## config.mk

```make
export PLATFORM = sky130hd
export DESIGN_NAME = operand_fetch_stage_flat
export DESIGN_NICKNAME = d
export VERILOG_FILES = /design/src/rtl/operand_fetch_stage_pkg.sv /design/src/rtl/operand_fetch_stage_if.sv /design/src/rtl/operand_fetch_stage_fwd_mux.sv /design/src/rtl/operand_fetch_stage.sv /design/src/flat_wrapper.sv
export SDC_FILE = /design/constraint.sdc
export NUM_CORES = 1
export LEC_CHECK = 0
export ABC_AREA = 1
export CAP_MARGIN = 40
export CORE_ASPECT_RATIO = 0.6
export CORE_UTILIZATION = 35
export DETAILED_ROUTE_END_ITERATION = 16
export PLACE_DENSITY_LB_ADDON = 0.08
export SYNTH_ARGS = -nofsm -noshare
export SYNTH_HDL_FRONTEND = slang
export SYNTH_SLANG_ARGS = --single-unit
```

## constraint.sdc

```tcl
create_clock -name CLK -period 2.55 [get_ports CLK]
set_input_delay 0.51 -clock CLK [delete_from_list [all_inputs] [get_ports CLK]]
set_output_delay 0.51 -clock CLK [all_outputs]
set_load 0.1 [all_outputs]
```

## src/rtl/operand_fetch_stage_pkg.sv

```systemverilog
// Shared widths and constants for the operand fetch stage.
// REG_PC is the select that reads the program counter instead of the register file.
package operand_fetch_stage_pkg;

    localparam int DW = 32;
    localparam int AW = 4;

    localparam logic [AW-1:0] REG_PC = 4'hF;

    typedef struct packed {
        logic valid;
        logic wr;
        logic load;
    } ctrl_t;

    localparam ctrl_t CTRL_BUBBLE = ctrl_t'(3'b000);

endpackage

```

## src/rtl/operand_fetch_stage_if.sv

```systemverilog
// Decode-slot, forwarding and ALU-side signals of the operand fetch stage.
// The slave modport is the stage itself; the master modport is its environment.
interface operand_fetch_stage_if
    import operand_fetch_stage_pkg::*;
();

    logic          in_valid;
    logic [DW-1:0] PA;
    logic [DW-1:0] PB;
    logic [AW-1:0] SA;
    logic [AW-1:0] SB;
    logic          use_a;
    logic          use_b;
    logic [AW-1:0] dsel_in;
    logic          wr_in;
    logic          load_in;
    logic [DW-1:0] pc_plus8;
    logic [DW-1:0] ex_result;
    logic [DW-1:0] mem_result;
    logic [AW-1:0] ex_dest;
    logic [AW-1:0] mem_dest;
    logic          ex_wr;
    logic          mem_wr;
    logic          ex_load;
    logic          flush;

    logic [DW-1:0] op_a;
    logic [DW-1:0] op_b;
    logic [AW-1:0] dsel_out;
    logic          wr_out;
    logic          load_out;
    logic          out_valid;
    logic          stall_req;

    modport slave (
        input  in_valid, PA, PB, SA, SB, use_a, use_b, dsel_in, wr_in, load_in,
               pc_plus8, ex_result, mem_result, ex_dest, mem_dest, ex_wr, mem_wr,
               ex_load, flush,
        output op_a, op_b, dsel_out, wr_out, load_out, out_valid, stall_req
    );

    modport master (
        output in_valid, PA, PB, SA, SB, use_a, use_b, dsel_in, wr_in, load_in,
               pc_plus8, ex_result, mem_result, ex_dest, mem_dest, ex_wr, mem_wr,
               ex_load, flush,
        input  op_a, op_b, dsel_out, wr_out, load_out, out_valid, stall_req
    );

endinterface

```

## src/rtl/operand_fetch_stage_fwd_mux.sv

```systemverilog
// One-port operand selector: PC for R15, then EX, then MEM, then register file.
// A load still in EX has no data yet, so it must not win the EX slot.
module operand_fetch_stage_fwd_mux
    import operand_fetch_stage_pkg::*;
(
    input  logic [AW-1:0] sel,
    input  logic [DW-1:0] rf_val,
    input  logic [DW-1:0] pc_plus8,
    input  logic [DW-1:0] ex_result,
    input  logic [AW-1:0] ex_dest,
    input  logic          ex_wr,
    input  logic          ex_load,
    input  logic [DW-1:0] mem_result,
    input  logic [AW-1:0] mem_dest,
    input  logic          mem_wr,
    output logic [DW-1:0] operand
);

    always_comb begin
        operand = rf_val;
        if (sel == REG_PC) begin
            operand = pc_plus8;
        end else if (ex_wr && !ex_load && (ex_dest == sel)) begin
            operand = ex_result;
        end else if (mem_wr && (mem_dest == sel)) begin
            operand = mem_result;
        end
    end

endmodule

```

## src/rtl/operand_fetch_stage.sv

```systemverilog
// Operand fetch stage: forwarded operand capture, load-use stall and bubble insertion.
// flush beats a hazard, which beats a normal load of the output register.
module operand_fetch_stage
    import operand_fetch_stage_pkg::*;
(
    input logic                  CLK,
    input logic                  CLR,
    operand_fetch_stage_if.slave bus
);

    logic [DW-1:0] sel_a;
    logic [DW-1:0] sel_b;
    logic          hazard;

    logic [DW-1:0] op_a_q;
    logic [DW-1:0] op_b_q;
    logic [AW-1:0] dsel_q;
    ctrl_t         ctrl_q;

    operand_fetch_stage_fwd_mux u_fwd_mux_a (
        .sel        (bus.SA),
        .rf_val     (bus.PA),
        .pc_plus8   (bus.pc_plus8),
        .ex_result  (bus.ex_result),
        .ex_dest    (bus.ex_dest),
        .ex_wr      (bus.ex_wr),
        .ex_load    (bus.ex_load),
        .mem_result (bus.mem_result),
        .mem_dest   (bus.mem_dest),
        .mem_wr     (bus.mem_wr),
        .operand    (sel_a)
    );

    operand_fetch_stage_fwd_mux u_fwd_mux_b (
        .sel        (bus.SB),
        .rf_val     (bus.PB),
        .pc_plus8   (bus.pc_plus8),
        .ex_result  (bus.ex_result),
        .ex_dest    (bus.ex_dest),
        .ex_wr      (bus.ex_wr),
        .ex_load    (bus.ex_load),
        .mem_result (bus.mem_result),
        .mem_dest   (bus.mem_dest),
        .mem_wr     (bus.mem_wr),
        .operand    (sel_b)
    );

    // R15 is never produced by a load in flight, so it can never cause a stall.
    always_comb begin
        hazard = bus.in_valid && bus.ex_load && bus.ex_wr && (bus.ex_dest != REG_PC) &&
                 ((bus.use_a && (bus.SA == bus.ex_dest)) ||
                  (bus.use_b && (bus.SB == bus.ex_dest)));
    end

    assign bus.stall_req = hazard && !bus.flush;

    // Bubbles keep the datapath fields so only control toggles.
    always_ff @(posedge CLK or negedge CLR) begin
        if (!CLR) begin
            op_a_q <= '0;
            op_b_q <= '0;
            dsel_q <= '0;
            ctrl_q <= CTRL_BUBBLE;
        end else if (bus.flush || hazard) begin
            ctrl_q <= CTRL_BUBBLE;
        end else begin
            op_a_q <= sel_a;
            op_b_q <= sel_b;
            dsel_q <= bus.dsel_in;
            ctrl_q <= '{valid: bus.in_valid, wr: bus.wr_in, load: bus.load_in};
        end
    end

    assign bus.op_a      = op_a_q;
    assign bus.op_b      = op_b_q;
    assign bus.dsel_out  = dsel_q;
    assign bus.wr_out    = ctrl_q.wr;
    assign bus.load_out  = ctrl_q.load;
    assign bus.out_valid = ctrl_q.valid;

endmodule

```

## src/flat_wrapper.sv

```systemverilog
// flat-port wrapper written by rule: the top's interface ports become plain ports
module operand_fetch_stage_flat import operand_fetch_stage_pkg::*;
  (CLK, CLR, bus_in_valid, bus_PA, bus_PB, bus_SA, bus_SB, bus_use_a, bus_use_b, bus_dsel_in, bus_wr_in, bus_load_in, bus_pc_plus8, bus_ex_result, bus_mem_result, bus_ex_dest, bus_mem_dest, bus_ex_wr, bus_mem_wr, bus_ex_load, bus_flush, bus_op_a, bus_op_b, bus_dsel_out, bus_wr_out, bus_load_out, bus_out_valid, bus_stall_req);
  operand_fetch_stage_if bus_i ();
  input logic CLK;
  input logic CLR;
  input wire logic [$bits(bus_i.in_valid)-1:0] bus_in_valid;
  input wire logic [$bits(bus_i.PA)-1:0] bus_PA;
  input wire logic [$bits(bus_i.PB)-1:0] bus_PB;
  input wire logic [$bits(bus_i.SA)-1:0] bus_SA;
  input wire logic [$bits(bus_i.SB)-1:0] bus_SB;
  input wire logic [$bits(bus_i.use_a)-1:0] bus_use_a;
  input wire logic [$bits(bus_i.use_b)-1:0] bus_use_b;
  input wire logic [$bits(bus_i.dsel_in)-1:0] bus_dsel_in;
  input wire logic [$bits(bus_i.wr_in)-1:0] bus_wr_in;
  input wire logic [$bits(bus_i.load_in)-1:0] bus_load_in;
  input wire logic [$bits(bus_i.pc_plus8)-1:0] bus_pc_plus8;
  input wire logic [$bits(bus_i.ex_result)-1:0] bus_ex_result;
  input wire logic [$bits(bus_i.mem_result)-1:0] bus_mem_result;
  input wire logic [$bits(bus_i.ex_dest)-1:0] bus_ex_dest;
  input wire logic [$bits(bus_i.mem_dest)-1:0] bus_mem_dest;
  input wire logic [$bits(bus_i.ex_wr)-1:0] bus_ex_wr;
  input wire logic [$bits(bus_i.mem_wr)-1:0] bus_mem_wr;
  input wire logic [$bits(bus_i.ex_load)-1:0] bus_ex_load;
  input wire logic [$bits(bus_i.flush)-1:0] bus_flush;
  output wire logic [$bits(bus_i.op_a)-1:0] bus_op_a;
  output wire logic [$bits(bus_i.op_b)-1:0] bus_op_b;
  output wire logic [$bits(bus_i.dsel_out)-1:0] bus_dsel_out;
  output wire logic [$bits(bus_i.wr_out)-1:0] bus_wr_out;
  output wire logic [$bits(bus_i.load_out)-1:0] bus_load_out;
  output wire logic [$bits(bus_i.out_valid)-1:0] bus_out_valid;
  output wire logic [$bits(bus_i.stall_req)-1:0] bus_stall_req;
  assign bus_i.in_valid = bus_in_valid;
  assign bus_i.PA = bus_PA;
  assign bus_i.PB = bus_PB;
  assign bus_i.SA = bus_SA;
  assign bus_i.SB = bus_SB;
  assign bus_i.use_a = bus_use_a;
  assign bus_i.use_b = bus_use_b;
  assign bus_i.dsel_in = bus_dsel_in;
  assign bus_i.wr_in = bus_wr_in;
  assign bus_i.load_in = bus_load_in;
  assign bus_i.pc_plus8 = bus_pc_plus8;
  assign bus_i.ex_result = bus_ex_result;
  assign bus_i.mem_result = bus_mem_result;
  assign bus_i.ex_dest = bus_ex_dest;
  assign bus_i.mem_dest = bus_mem_dest;
  assign bus_i.ex_wr = bus_ex_wr;
  assign bus_i.mem_wr = bus_mem_wr;
  assign bus_i.ex_load = bus_ex_load;
  assign bus_i.flush = bus_flush;
  assign bus_op_a = bus_i.op_a;
  assign bus_op_b = bus_i.op_b;
  assign bus_dsel_out = bus_i.dsel_out;
  assign bus_wr_out = bus_i.wr_out;
  assign bus_load_out = bus_i.load_out;
  assign bus_out_valid = bus_i.out_valid;
  assign bus_stall_req = bus_i.stall_req;
  operand_fetch_stage u_core (.CLK(CLK), .CLR(CLR), .bus(bus_i));
endmodule
```

==> results.txt <==
For this block, the via count after detailed routing is 7157. The sequential share of the synthesized area came out at 31.8%. The register area came out at 1780 um2. The detailed router finished its first iteration with 597 violations. The worst-skew pair later-pin latency is 0.33 ns. After clock tree synthesis, the clock-pin slew on the worst setup and hold paths is 0.06 ns. The die area is 16500 um2.

The die height came out at 99.9 um. The top achievable clock speed came out at 400 MHz. In this run the tightest slew margin relative to its limit is 63.1%. CTS built an H-tree with a depth of 3. The worst-case register-to-register setup slack is 1.89 ns. The flow ran to the end, and the final reports show no timing, DRC or antenna violations. The minimum period implied by the final worst setup slack is 2.50 ns. The average vias per placed instance is 4.99.

Counting along the longest clock path gives a buffer depth of 2. The total count of max-transition violations in the final report came to 0. The slew of the pin with the lowest slew margin came out at 0.554 ns. The total wire length is 23700 um. The via count of the first global-routing pass was 6522. Of the available clock period, the critical path in the final layout requires 98.1%. In this run the critical register-to-register path is launched from u_core.bus.op_a[21]$_DFFE_PN0N_.

The number of maximum-capacitance violations is 0. The layout-stage area growth over the synthesis result is 57.6%. The endpoint arrival time on the critical path is 1.99 ns.

Buffers inserted during clock tree synthesis total 9. The number of distinct library cells after synthesis came out at 20. The average routed wire per standard cell is 16.6 um. The final antenna diode count is 0. The pin count of the biggest net entering global routing is 56.

The critical path is of the input pin to primary output type. The post-synth design cell area came out at 5590 um2. The total leakage power is 4.90 nW.

The summed area of non-filler cells in the final layout is 8810 um2. The synthesized net count is 1164. STA classifies the critical path startpoint as an input pin. The layout has 1556 filler cells. The placeable core region came out at 15500 um2.

The most frequent standard cell in the layout excluding fill and tap cells is sky130_fd_sc_hd__nand2_1. The largest fanout on the critical path came out at 4. The TritonCTS clock tree is built.

The number of clock sinks seen by CTS is 71. The setup clock skew after layout came out at 0 ns. In the layout the commonest cells are 361 x sky130_fd_sc_hd__nand2_1, 184 x sky130_fd_sc_hd__clkdlybuf4s50_1, 137 x sky130_fd_sc_hd__nor2_1, 118 x sky130_fd_sc_hd__inv_1, 103 x sky130_fd_sc_hd__buf_4.

The final weighted congestion in routability-driven placement came out at 0.864. The total overflow reported by the global router came out at 0. The combined global-route utilization of all metal layers is 28.8%. The number of port buffers is 262.

The capturing element type of the critical path is a primary output. The detailed placement HPWL is 17200 um. The initial antenna violation count came out at 0.

The post-synthesis average cell area is 5.75 um2. The post-cts hold buffer count came out at 0. The number of synthesized register bits is 71. The core utilization of the finished layout is 57.0%. The global-route wire length before repair is 36400 um. The path class of the tightest hold or removal check is input pin to async pin. The endpoint identified for the worst register-to-register timing path is u_core.bus.op_a[21]$_DFFE_PN0N_. In the routed design, unresolved DRC markers number 0. Once detail routing completed, the nets flagged for antenna violations numbered 0. The combined area of the multi-input logic cells came out at 3120 um2.

The total setup violations reported at the end of the flow is 0. The number of standard cells after synthesis came out at 973. The length of the first detailed-routing pass in iterations came out at 5. The share of final-layout standard cells stronger than drive strength 1 came out at 11.7%. The maximum vdd ir drop is 0.000424 V.

The effective utilization at floorplan came out at 36.2%. The total count of hold-check failures in the final report came out at 0. CTS placed an instance of sky130_fd_sc_hd__clkbuf_16 at the clock tree root. The number of cells on the worst reg-to-reg path is 2. In this run the count of I/O pins placed on the die edge is 263. The layout net count came out at 1417.

The die is 165 um wide. The synthesis warning total came out at 0. The site row count came out at 35. The power density over the cells is 555 nW/um2. Summing all placed instances gives a cell area of 8510 um2. At the worst endpoint, the required time is 2.04 ns.
-- area by class of cell --
class	instances	share of cell area (%)
Tap cell	203	2.88
Inverter	122	5.20
Clock buffer	11	2.64
Multi-Input combinational cell	718	35.5
Timing Repair Buffer	304	33.1
Clock inverter	4	0.540
Sequential cell	71	20.2
-- power by group --
group	internal [mW]	leakage (nW)	switching (mW)
Combinational	0.664	3.90	1.62
Sequential	1.26	0.863	0.0864
Clock	0.751	0.135	0.515
Total	2.68	4.90	2.22
-- Yosys cell counts (all sizes together) --
library cell,n,area share [%]
dfrtp,71,32
inv,122,8.2
buf,34,3.3
nand4,66,7.4
nor2,143,9.6
nand3,75,6.7
a21oi,64,5.7
clkbuf,28,1.9
nand2,363,25
xor2,2,0.31
o21ai,4,0.36
a41oi,1,0.16
-- sequential cells by signal, summed over array words and instances, names as in the netlist --
name / count
u_core.bus.dsel_out: 4
u_core.bus.out_valid: 1
u_core.bus.load_out: 1
u_core.bus.wr_out: 1
u_core.bus.op_b: 32
u_core.bus.op_a: 32
-- layer usage --
layer / vias up / share of wire [%] / GRT usage (%)
li1: 3543 / - / -
met1: 3211 / 48 / 42.5
met2: 376 / 42 / 42.9
met3: 27 / 9.6 / 5.99
met4: 0 / 0.96 / 5.58
met5: - / 0 / 0
-- metrics by stage --
| step | hold slack (ns) | setup TNS (ns) | setup slack [ns] | total power [mW] | cells |
|---|---|---|---|---|---|
| final | 0.155 | 0 | 0.0484 | 4.89 | 1433 |
| after global routing | 0.184 | -0.00783 | -0.00783 | 5.10 | 1433 |
| after CTS | 0.170 | 0 | 0.0532 | 4.91 | 1433 |
| after detailed placement | 0.461 | 0 | 0.0663 | 3.63 | 1418 |
| after global placement | 0.459 | 0 | 0.0394 | 3.63 | 1418 |
| after floorplan | 0.214 | 0 | 0.240 | 2.81 | 973 |
-- worst max-delay path, stage by stage --
cell	delay [ns]
sky130_fd_sc_hd__clkdlybuf4s50_1	0.58
sky130_fd_sc_hd__inv_1	0.08
sky130_fd_sc_hd__nand2_1	0.06
sky130_fd_sc_hd__nand2_1	0.05
sky130_fd_sc_hd__nor2_1	0.14
sky130_fd_sc_hd__nand3_1	0.08
sky130_fd_sc_hd__nand2_1	0.09
sky130_fd_sc_hd__nand2_2	0.11
sky130_fd_sc_hd__nor2_4	0.12
sky130_fd_sc_hd__buf_12	0.18
-- worst max path at each step --
stage                              start       endpoint  depth (start not counted)
after floorplan           bus_ex_dest[1]  bus_stall_req                          8
after global placement         bus_SB[3]  bus_stall_req                         10
after detailed placement       bus_SB[3]  bus_stall_req                         10
after CTS                      bus_SA[0]  bus_stall_req                         10
after global routing           bus_SA[3]  bus_stall_req                         10
final                          bus_SB[3]  bus_stall_req                         10
-- cells by family (layout without fill, tap and decap cells) --
| logic type | Yosys count | after routing | share of synthesized area, % |
|---|---|---|---|
| and+or+nand+nor | 647 | 647 | 48.3 |
| buffers and inverters | 184 | 441 | 13.4 |
| DFF | 71 | 71 | 31.8 |
| AOI/OAI and AO/OA | 69 | 69 | 6.24 |
| xor gates and xnor gates | 2 | 2 | 0.313 |
-- timing repair --
item,in CTS,in global routing
endpoints found under the setup margin,0,1
buffers inserted,0,0
resized for setup,0,7
Note: power is estimated with default switching activity, not from simulation.
